[config.mk]
export PLATFORM = sky130hd
export DESIGN_NAME = time_counter_bcd
export DESIGN_NICKNAME = d
export VERILOG_FILES = /design/src/rtl/time_counter_bcd.sv
export SDC_FILE = /design/constraint.sdc
export NUM_CORES = 1
export LEC_CHECK = 0
export CAP_MARGIN = 40
export CORE_MARGIN = 2
export CORE_UTILIZATION = 50
export DETAILED_ROUTE_END_ITERATION = 8
export PLACE_DENSITY = 0.68
export SLEW_MARGIN = 0
export SYNTH_ARGS = -nofsm -noshare
export SYNTH_HDL_FRONTEND = slang
export SYNTH_SLANG_ARGS = --single-unit
[constraint.sdc]
create_clock -name clk -period 7.1 [get_ports clk]
set_clock_uncertainty 0.2 [all_clocks]
set_input_delay 2.13 -clock clk [delete_from_list [all_inputs] [get_ports clk]]
set_output_delay 2.13 -clock clk [all_outputs]
set_load 0.02 [all_outputs]
[src/rtl/time_counter_bcd.sv]
// 24-hour HH:MM:SS time-of-day counter in BCD with a 1 Hz prescaler and a
// RUN/SET mode in which time is frozen and hours/minutes can be stepped.
module time_counter_bcd #(
  parameter int TICK_DIV = 100_000_000,
  parameter int CNT_W    = 27
) (
  input  logic       clk,
  input  logic       rst_n,
  input  logic       set_en,
  input  logic       inc_min,
  input  logic       inc_hr,
  output logic [3:0] h1,
  output logic [3:0] h0,
  output logic [3:0] m1,
  output logic [3:0] m0,
  output logic [3:0] s1,
  output logic [3:0] s0,
  output logic       tick_1hz,
  output logic       day_wrap,
  output logic       setting
);

  typedef enum logic {RUN_S = 1'b0, SET_S = 1'b1} state_t;

  state_t           state_q, state_d;
  logic [CNT_W-1:0] cnt_q, cnt_d;
  logic [3:0]       h1_q, h1_d, h0_q, h0_d, m1_q, m1_d, m0_q, m0_d, s1_q, s1_d, s0_q, s0_d;
  logic             tick_q, tick_d, wrap_q, wrap_d;

  logic             term;
  logic             s_c, m_c, h_c;
  logic [3:0]       s1_i, s0_i, m1_i, m0_i, h1_i, h0_i;

  // Returns {carry, tens, units} for a BCD pair counting 00..59.
  function automatic logic [8:0] inc60(input logic [3:0] t, input logic [3:0] o);
    if (o == 4'd9) begin
      if (t == 4'd5) return {1'b1, 4'd0, 4'd0};
      else           return {1'b0, t + 4'd1, 4'd0};
    end
    return {1'b0, t, o + 4'd1};
  endfunction

  // Returns {carry, tens, units} for a BCD pair counting 00..23.
  function automatic logic [8:0] inc24(input logic [3:0] t, input logic [3:0] o);
    if (t == 4'd2 && o == 4'd3) return {1'b1, 4'd0, 4'd0};
    if (o == 4'd9)              return {1'b0, t + 4'd1, 4'd0};
    return {1'b0, t, o + 4'd1};
  endfunction

  always_comb begin
    term = (cnt_q == CNT_W'(TICK_DIV - 1));
    {s_c, s1_i, s0_i} = inc60(s1_q, s0_q);
    {m_c, m1_i, m0_i} = inc60(m1_q, m0_q);
    {h_c, h1_i, h0_i} = inc24(h1_q, h0_q);

    state_d = state_q;
    cnt_d   = cnt_q;
    h1_d = h1_q; h0_d = h0_q; m1_d = m1_q; m0_d = m0_q; s1_d = s1_q; s0_d = s0_q;
    tick_d  = 1'b0;
    wrap_d  = 1'b0;

    case (state_q)
      RUN_S: begin
        if (set_en) begin
          // Entering SET freezes time; a coincident terminal count is dropped.
          state_d = SET_S;
          cnt_d   = '0;
        end else if (term) begin
          cnt_d  = '0;
          tick_d = 1'b1;
          s1_d = s1_i; s0_d = s0_i;
          if (s_c) begin
            m1_d = m1_i; m0_d = m0_i;
          end
          if (s_c && m_c) begin
            h1_d = h1_i; h0_d = h0_i;
          end
          wrap_d = s_c && m_c && h_c;
        end else begin
          cnt_d = cnt_q + CNT_W'(1);
        end
      end
      SET_S: begin
        cnt_d = '0;
        if (inc_min) begin
          m1_d = m1_i; m0_d = m0_i;
        end
        if (inc_hr) begin
          h1_d = h1_i; h0_d = h0_i;
        end
        if (!set_en) begin
          state_d = RUN_S;
          s1_d = 4'd0; s0_d = 4'd0;
        end
      end
      default: state_d = RUN_S;
    endcase
  end

  always_ff @(posedge clk or negedge rst_n) begin
    if (!rst_n) begin
      state_q <= RUN_S;
      cnt_q   <= '0;
      h1_q <= 4'd0; h0_q <= 4'd0; m1_q <= 4'd0; m0_q <= 4'd0; s1_q <= 4'd0; s0_q <= 4'd0;
      tick_q  <= 1'b0;
      wrap_q  <= 1'b0;
    end else begin
      state_q <= state_d;
      cnt_q   <= cnt_d;
      h1_q <= h1_d; h0_q <= h0_d; m1_q <= m1_d; m0_q <= m0_d; s1_q <= s1_d; s0_q <= s0_d;
      tick_q  <= tick_d;
      wrap_q  <= wrap_d;
    end
  end

  assign h1 = h1_q;
  assign h0 = h0_q;
  assign m1 = m1_q;
  assign m0 = m0_q;
  assign s1 = s1_q;
  assign s0 = s0_q;
  assign tick_1hz = tick_q;
  assign day_wrap = wrap_q;
  assign setting  = (state_q == SET_S);

endmodule

==> results.cfg <==
[outcome]
status = completed

[synthesis]
syn_area_per_cell_um2 = 9.98
netlist_instances = 277
synth_area_um2 = 2760
synth_common_cells = dfrtp_1, nor2_1, nand2_1, nand3_1
ys_ff_latch = 54
synthMostInstantiatedCell = dfrtp_1
ys_seq_area_share_pct = 48.9
synthDominantCellAreaShare_pct = 48.9
synth_fp_nets = 291
synth_top_area_cell = dfrtp_1
synth-edff-count = 0
synth_warnings = 0
synth_async_sr_flop_share_pct = 100
ys_types = 46
synthTopCellsByArea = dfrtp_1, nor2_1, xnor2_1, xor2_1, ha_1
synth_flop_cell = dfrtp_1

[die]
rows = 27
core_area_um2 = 5410
design.portCount = 32
die_w_um = 78.4
die_h_um = 78.4
dieArea_um2 = 6140
start_util_pct = 51.1

[detailed_routing]
totalWireLength_mm = 5.14
vias_per_cell = 5.35
avgRoutedWirePerCell_um = 13.5
drtIter0Drc = 96
drc = 0
vias = 2042
antenna_left = 0
drtPass1Iterations = 4

[critical_path]
critPathArrivalTime_ns = 4.34
crit_path_max_fanout = 14
r2r-end = h0[2]$_DFFE_PN0P_
crit_type = in -> reg
cp-start-kind = primary input
regToRegSetupSlack_ns = 4.16
cp.required_ns = 7.10
timing.rr.start = cnt_q[0]$_DFF_PN0_
r2r_cells = 7
crit_path_end_kind = register

[sta]
fin_crit_sh_pct = 61.0
slew_violations = 0
hold_viol_final = 0
worst_pin_slew_ns = 0.722
setup_tns_ns = 0
whs_ns = 0.296
slew-limit-headroom_pct = 51.6
period_minus_slack_ns = 4.33
timing.fmax_mhz = 231
post-route-worst-setup-slack_ns = 2.77
rsz0062_at_grt = false
setup_viol = 0

[grt]
grt_overflow = 0
gr-usage-all-layers_pct = 18.9
grt_pass1_wl_mm = 9.19
grt_pass1_vias = 2026
antenna_found_initial = 0
grt_max_degree = 55

[placement]
port_buffers = 31
gp_congestion = 0.727
place_ws_ns = 2.46
place_hpwl_mm = 3.41
placed_area_um2 = 3150

[clock_network]
clk_path_buf_depth = 2
h-tree-depth = 2
cts_setup_buffers = 0
cts_buffers = 5
clk_pin_slew_worst_paths_ns = 0.10
clkSinkCount = 54
cts_tree = built
cts_resized = 0
insertion_delay_ns = 0.32
cts-hold-fix-buffers = 0
clock-root-buffer = clkbuf_8

[layout]
utilization_pct = 60.8
drive_above_1_share_pct = 8.06
fin_area_um2 = 3290
area_growth_pct = 19.0
nets = 323
nFillCells = 490
n_antenna_cell = 0

[hold_path]
min_path_cells = 1
hold_end = m1[0]$_DFFE_PN0P_
hp-class = reg -> reg
min_from = m1[0]$_DFFE_PN0P_

[pwr]
power_density_nw_per_um2 = 267
peakVddDrop_v = 0.000232
p_leak_nw = 1.41

[flow_run]
drv_cap = 0
state kept, by name (all words and copies together), names as in the netlist:
register,count
cnt_q,27
h0,4
h1,4
m0,4
m1,4
s0,4
s1,4
day_wrap,1
setting,1
tick_1hz,1
placed cells by master (no fill, tap or decap), types with 3 or more instances in the layout:
cell type and n:
nand3_1 20, nand2_1 20, nand2b_1 4, xnor2_1 15, nand4_1 6, dfrtp_1 54
and2_1 3, nor2_1 38, o2bb2ai_1 3, ha_1 9, inv_1 10, nor3_1 6
clkdlybuf4s50_1 30, and3_1 11, a21oi_1 5, xor2_1 15, clkbuf_8 6, a31o_2 3
a22o_1 3, o21ai_0 9
worst max path at each step:
stage / slack [ns] / endpoint / start
CTS: 2.77 / h0[2]$_DFFE_PN0P_ / set_en
floorplan: 3.54 / h0[2]$_DFFE_PN0P_ / set_en
global route: 2.60 / h0[2]$_DFFE_PN0P_ / set_en
global placement: 2.51 / h0[2]$_DFFE_PN0P_ / set_en
detailed placement: 2.46 / h0[2]$_DFFE_PN0P_ / set_en
finish: 2.77 / h0[2]$_DFFE_PN0P_ / set_en
final cells by class:
| class | count | area [um^2] | share of cell area, % |
|---|---|---|---|
| flip-flops and latches | 54 | 1350 | 41.1 |
| multi-input cells | 204 | 1330 | 40.6 |
| repair buffers | 34 | 333 | 10.1 |
| well taps | 72 | 90.1 | 2.74 |
| clock buffers | 6 | 82.6 | 2.51 |
| clock inverters | 2 | 60.1 | 1.83 |
| inverters | 10 | 37.5 | 1.14 |
worst max-delay path: stages:
cell             delay, ns
clkdlybuf4s50_1       0.63
or2_2                 0.44
o31ai_2               0.67
nand2_1               0.15
mux2_4                0.32
kinds of logic (layout without fill, tap and decap cells):
| family | after synthesis | in the layout | synth area share [%] |
|---|---|---|---|
| xor+xnor | 30 | 30 | 9.51 |
| mux | 5 | 5 | 2.08 |
| fa+ha+maj | 9 | 9 | 4.07 |
| buf+inv | 19 | 52 | 2.85 |
| flops | 54 | 54 | 48.9 |
| compound gates | 30 | 30 | 7.61 |
| simple gates | 130 | 130 | 25.0 |
metrics by stage:
stage / cells / power, W
2_1_floorplan: 277 / 0.000526
3_3_place_gp: 372 / 0.000627
3_5_place_dp: 374 / 0.000632
4_1_cts: 382 / 0.000886
5_1_grt: 382 / 0.000925
6_report: 382 / 0.000879
routing by layer:
metal | share of wire (%) | track usage (%) | vias up
met5 | 0 | 0 | -
met4 | 1.6 | 6.84 | 0
met3 | 2.7 | 4.14 | 5
met2 | 47 | 30.6 | 26
met1 | 49 | 25.2 | 995
li1 | - | - | 1016
power by group:
group          switching (W)  total [W]  internal [W]
Clock               0.000103   0.000254      0.000150
Combinational       0.000109   0.000228      0.000119
Sequential         0.0000530   0.000397      0.000344
Total               0.000265   0.000879      0.000614
Power figures use the tool's default switching activity.
